### src/rtl/pc_redirect_ctrl_pkg.sv
// Shared CPU definitions for the PC redirect controller.
// Holds the FSM state encoding and the sequential PC increment.
package pc_redirect_ctrl_pkg;

  typedef enum logic [1:0] {
    ST_RUN     = 2'd0,
    ST_JR_WAIT = 2'd1,
    ST_SQUASH  = 2'd2
  } state_e;

  localparam logic [31:0] PC_INC = 32'd4;

endpackage

### src/rtl/pc_redirect_ctrl_redirect_counter.sv
// Saturating count of taken redirects.
// Once it reaches all-ones the value holds and never wraps.
module redirect_counter #(
  parameter int unsigned CNT_W = 16
) (
  input  logic             i_clk,
  input  logic             i_rst_n,
  input  logic             i_inc,
  output logic [CNT_W-1:0] o_cnt
);

  localparam logic [CNT_W-1:0] ONE = {{(CNT_W-1){1'b0}}, 1'b1};

  logic [CNT_W-1:0] r_cnt;
  logic             w_sat;

  assign w_sat = &r_cnt;
  assign o_cnt = r_cnt;

  always_ff @(posedge i_clk or negedge i_rst_n) begin
    if (!i_rst_n) begin
      r_cnt <= '0;
    end else if (i_inc && !w_sat) begin
      r_cnt <= r_cnt + ONE;
    end
  end

endmodule

### src/rtl/pc_redirect_ctrl.sv
// Next-PC selection and IF/ID, ID/EX flush/stall control for jumps, jr and branches.
// Outputs are combinational from the event inputs; only FSM, squash count and statistics are registered.
module pc_redirect_ctrl
  import pc_redirect_ctrl_pkg::*;
#(
  parameter int unsigned FLUSH_CYCLES = 1,
  parameter int unsigned CNT_W        = 16
) (
  input  logic             clk_i,
  input  logic             rst_i,
  input  logic [31:0]      pc_i,
  input  logic             stall_i,
  input  logic             jump_i,
  input  logic [31:0]      jump_target_i,
  input  logic             jr_i,
  input  logic [31:0]      jr_addr_i,
  input  logic             jr_valid_i,
  input  logic             branch_taken_i,
  input  logic [31:0]      branch_target_i,
  output logic [31:0]      pc_next_o,
  output logic             pc_write_o,
  output logic             ifid_write_o,
  output logic             ifid_flush_o,
  output logic             idex_flush_o,
  output logic [CNT_W-1:0] redirect_cnt_o
);

  localparam logic [1:0] SQ_LOAD  = 2'(FLUSH_CYCLES - 1);
  localparam state_e     REDIR_ST = (FLUSH_CYCLES == 1) ? ST_RUN : ST_SQUASH;

  state_e      r_state;
  state_e      w_state_nxt;
  logic [1:0]  r_sq_cnt;
  logic [1:0]  w_sq_nxt;
  logic        w_redir;
  logic        w_freeze;
  logic        w_inc;
  logic [31:0] w_target;
  logic [31:0] w_pc_seq;

  assign w_pc_seq = pc_i + PC_INC;

  always_comb begin
    w_state_nxt  = r_state;
    w_sq_nxt     = r_sq_cnt;
    w_redir      = 1'b0;
    w_freeze     = 1'b0;
    w_inc        = 1'b0;
    w_target     = branch_target_i;
    pc_next_o    = w_pc_seq;
    pc_write_o   = 1'b1;
    ifid_write_o = 1'b1;
    ifid_flush_o = 1'b0;
    idex_flush_o = 1'b0;

    if (branch_taken_i) begin
      w_redir      = 1'b1;
      idex_flush_o = 1'b1;
    end else if (stall_i) begin
      w_freeze = 1'b1;
    end else begin
      case (r_state)
        ST_RUN: begin
          // jr outranks jump, so a decoder raising both is treated as jr
          if (jr_i) begin
            if (jr_valid_i) begin
              w_redir  = 1'b1;
              w_target = jr_addr_i;
            end else begin
              w_freeze    = 1'b1;
              w_state_nxt = ST_JR_WAIT;
            end
          end else if (jump_i) begin
            w_redir  = 1'b1;
            w_target = jump_target_i;
          end
        end
        ST_JR_WAIT: begin
          if (jr_valid_i) begin
            w_redir  = 1'b1;
            w_target = jr_addr_i;
          end else begin
            w_freeze = 1'b1;
          end
        end
        ST_SQUASH: begin
          ifid_flush_o = 1'b1;
          if (r_sq_cnt <= 2'd1) begin
            w_state_nxt = ST_RUN;
            w_sq_nxt    = '0;
          end else begin
            w_sq_nxt = r_sq_cnt - 2'd1;
          end
        end
        default: w_state_nxt = ST_RUN;
      endcase
    end

    if (w_redir) begin
      pc_next_o    = w_target;
      ifid_flush_o = 1'b1;
      w_inc        = 1'b1;
      w_state_nxt  = REDIR_ST;
      w_sq_nxt     = SQ_LOAD;
    end

    if (w_freeze) begin
      pc_write_o   = 1'b0;
      ifid_write_o = 1'b0;
      idex_flush_o = 1'b1;
    end

    if (!rst_i) begin
      pc_write_o   = 1'b0;
      ifid_write_o = 1'b0;
      ifid_flush_o = 1'b0;
      idex_flush_o = 1'b0;
      w_inc        = 1'b0;
    end
  end

  always_ff @(posedge clk_i or negedge rst_i) begin
    if (!rst_i) begin
      r_state  <= ST_RUN;
      r_sq_cnt <= '0;
    end else begin
      r_state  <= w_state_nxt;
      r_sq_cnt <= w_sq_nxt;
    end
  end

  redirect_counter #(
    .CNT_W (CNT_W)
  ) u_redirect_counter (
    .i_clk   (clk_i),
    .i_rst_n (rst_i),
    .i_inc   (w_inc),
    .o_cnt   (redirect_cnt_o)
  );

endmodule

### config.mk
export PLATFORM = sky130hd
export DESIGN_NAME = pc_redirect_ctrl
export DESIGN_NICKNAME = d
export VERILOG_FILES = /design/src/rtl/pc_redirect_ctrl_pkg.sv /design/src/rtl/pc_redirect_ctrl_redirect_counter.sv /design/src/rtl/pc_redirect_ctrl.sv
export SDC_FILE = /design/constraint.sdc
export NUM_CORES = 1
export LEC_CHECK = 0
export CORE_ASPECT_RATIO = 0.5
export CORE_MARGIN = 10
export CORE_UTILIZATION = 35
export DETAILED_ROUTE_END_ITERATION = 10
export GPL_TIMING_DRIVEN = 1
export PLACE_DENSITY = 0.83
export REMOVE_ABC_BUFFERS = 1
export SETUP_SLACK_MARGIN = 0.2
export SYNTH_ARGS = -nofsm -noshare
export SYNTH_HDL_FRONTEND = slang
export SYNTH_SLANG_ARGS = --single-unit
### constraint.sdc
create_clock -name clk_i -period 1.95 [get_ports clk_i]
set_input_delay 0.2925 -clock clk_i [delete_from_list [all_inputs] [get_ports clk_i]]
set_output_delay 0.2925 -clock clk_i [all_outputs]
set_load 0.05 [all_outputs]
==> impl_results.md <==
* Outcome: complete, but fails checks
* Failing checks: setup timing
* Clock Tree Root: clkbuf_16
* Grt ovf at 0
* Fill cells at 286
* Area growth, synth to finish at 139%
* Final HPWL DP at 9570 um
* Min cycle time layout at 2.48 ns
* Total track usage at 23.5%
* TritonCTS Buffers at 3
* Vias post-DR at 4301
* IO Pins at 187
* Register Area at 425 um^2
* First-pass GRT wire length at 21400 um
* WS Path Type: register to primary output
* Async S/R FF share, synth at 100%
* Full die area at 11000 um^2
* PortBufs at 186
* CP max stage cell: dfrtp_1
* Final Instance Area at 5870 um^2
* Setup TNS at -16.42 ns
* Yosys warns at 0
* Final hold vios at 0
* Proportion of layout cells with a drive suffix above 1 at 38.1%
* CTS H-tree depth at 1
* Placer Congestion at 0.826
* Clock Sinks at 17
* CTS max path bufs at 2
* Final wirelength at 17900 um
* Sequential cell area fraction in the yosys report at 17.3%
* Nets@finish at 715
* Clock Latency Late Sink at 0.25 ns
* Max-cap viol count at 0
* Post-DRT Antenna Nets at 0
* Worst Hold Class: primary input to asynchronous set/reset pin
* CTS tree: built
* Multi-input gate area at 2480 um^2
* Routed WL per cell at 26.8 um
* Peak Freq at 404 MHz
* Final setup vio count at 50
* Detailed Route Iter0 Violations at 412
* Initial antenna violation count at 0
* Die W at 138 um
* Core area at 6750 um^2
* CP arrival at 2.19 ns
* Crit path launch type: register
* Setup Skew at 0.00544 ns
* Initial core utilization at 36.4%
* Vias per std cell at 6.43
* Cells after Synth at 325
* Worst-path clk slew at 0.05 ns
* DRT Pass-1 Iters at 5
* Post-Syn Area per Cell at 7.55 um^2
* Crit. End Element: primary output
* Commonest register cell after synthesis: dfrtp_1
* Place WS at -0.640 ns
* Number of synthesized flops with an enable pin at 0
* Residual DRC count at 0
* Vias in the first global route at 3969
* Critical-path cell list: or3b_4 -> o221a_4 -> buf_6 -> buf_16 -> a221oi_2 -> a21oi_1 -> buf_4
* Worst VDD drop at 0.000938 V
* Setup ws final at -0.528 ns
* Final-report max-slew violation count at 0
* Post-synth cell types at 48
* Cell area after synthesis at 2450 um^2
* Crit share post-route at 127%
* Num rows at 21
* Pleak at 2.48 nW
* Slew margin rel. at 62.1%
* Largest net degree at the start of global routing at 33
* Finished Core Util at 87.0%
* #FFs+latches synth at 17
* Post-DP Area at 4800 um^2
* RSZ-0062 raised after global routing: yes
* Diode count at 0
* Pwr dens at 509 nW/um^2
* Chip Height at 79.2 um
* Max incr delay on CP at 0.40 ns
* CP Max Fanout at 7
* Worst Tran Pin Value at 0.563 ns
* Worst path required time at 1.66 ns
[power breakdown]
group	internal, mW	leakage [nW]	switching, mW	total, mW
Clock	0.274	0.0409	0.134	0.409
Combinational	0.888	2.21	1.19	2.08
Sequential	0.419	0.227	0.0850	0.504
Total	1.58	2.48	1.41	2.99
[critical path: cells and delay by family (launching register included)]
kind	cells	cell delay, ns
AOI/OAI and AO/OA	3	0.62
buffers and inverters	3	0.50
DFF	1	0.40
and+or+nand+nor	1	0.40
[metal layers]
| metal | global-route usage (%) | part of all wire (%) | vias up |
|---|---|---|---|
| met4 | 9.73 | 6.6 | 0 |
| met2 | 44.9 | 50 | 389 |
| met5 | 0 | 0 | - |
| met3 | 3.68 | 8.9 | 138 |
| li1 | - | - | 1753 |
| met1 | 25.6 | 34 | 2021 |
[cells in the mapped netlist (2+ instances only)]
cell type  number  area [um^2]
nand3_1        34          170
a221oi_2        7          105
a21oi_1        30          150
a221oi_1       22          193
a22oi_1         3         22.5
nor2_1         13         48.8
xor2_1         26          228
o21ai_0        21          105
nand2_1        40          150
nand4_1        10         62.6
buf_6           4         45.0
and2_1          4         25.0
and4_1          4         35.0
ha_1            2         25.0
xnor2_1        15          131
nand2b_1        2         12.5
buf_4           2         15.0
nor3_1          2         10.0
inv_1           4         15.0
nor4_1          3         18.8
and3_1          4         25.0
buf_1           3         11.3
buf_2           3         15.0
dfrtp_1        17          425
a22o_1         15          131
clkbuf_1       13         48.8
[worst paths after layout]
kind,startpoint,to,slack (ns),cells past startpoint
setup / recovery,r_state[0],pc_next_o[26],-0.53,7
hold / removal,rst_i,u_redirect_counter.o_cnt[11],0.34,1
setup reg to reg,r_state[0],u_redirect_counter.o_cnt[10],-0.41,10
hold reg to reg,u_redirect_counter.o_cnt[15],u_redirect_counter.o_cnt[15],0.48,1
max in group asynchronous,rst_i,u_redirect_counter.o_cnt[15],1.16,2
min in group clk_i,u_redirect_counter.o_cnt[15],u_redirect_counter.o_cnt[15],0.48,1
[what timing repair did]
| item | CTS | global route |
|---|---|---|
| buffers inserted | 10 | 6 |
| pin swaps | 11 | 19 |
| resized for setup | 102 | 91 |
| cloned | 5 | 1 |
| endpoints found under the setup margin | 65 | 53 |
| hold buffers | 0 | 0 |
[through the flow]
stage	hold slack (ns)	std cells	power, mW
after CTS	0.329	662	2.73
after floorplan	-0.00309	299	1.37
final	0.343	669	2.99
after detailed placement	0.486	643	2.20
after global routing	0.351	669	3.09
after global placement	0.482	643	2.18
[flip-flops by register name, indices dropped and copies added, names as in the netlist]
name                      count
r_state                       1
u_redirect_counter.o_cnt     16
[layout by cell type (no fill, tap or decap), types with 9 or more instances in the layout]
master / instances
a21oi_1: 9
a21oi_2: 18
xor2_1: 26
nand2_1: 37
dlygate4sd2_1: 25
a22o_1: 15
buf_6: 39
clkdlybuf4s50_1: 109
dfrtp_1: 17
buf_4: 74
nand3_1: 29
o21ai_0: 17
a221oi_2: 13
dlymetal6s2s_1: 12
nand4_1: 10
a221oi_4: 15
xnor2_1: 15
[cell type report]
type                       instances  share of cell area, %
tap                               92                   1.96
inverter                           4                  0.256
sequential                        17                   7.24
timing repair buffer             274                   47.0
clock inverter                     1                 0.0852
multi-input combinational        278                   42.2
clock buffer                       3                   1.28
[cell families (layout without fill, tap and decap cells)]
group	after synthesis	in the layout	synth area share [%]
simple gates	127	127	27.5
flops	17	17	17.3
xor+xnor	41	41	14.6
compound gates	106	106	32.3
fa+ha+maj	2	2	1.02
mux	2	2	0.917
buf+inv	30	282	6.32
(Power assumes the default switching activity.)
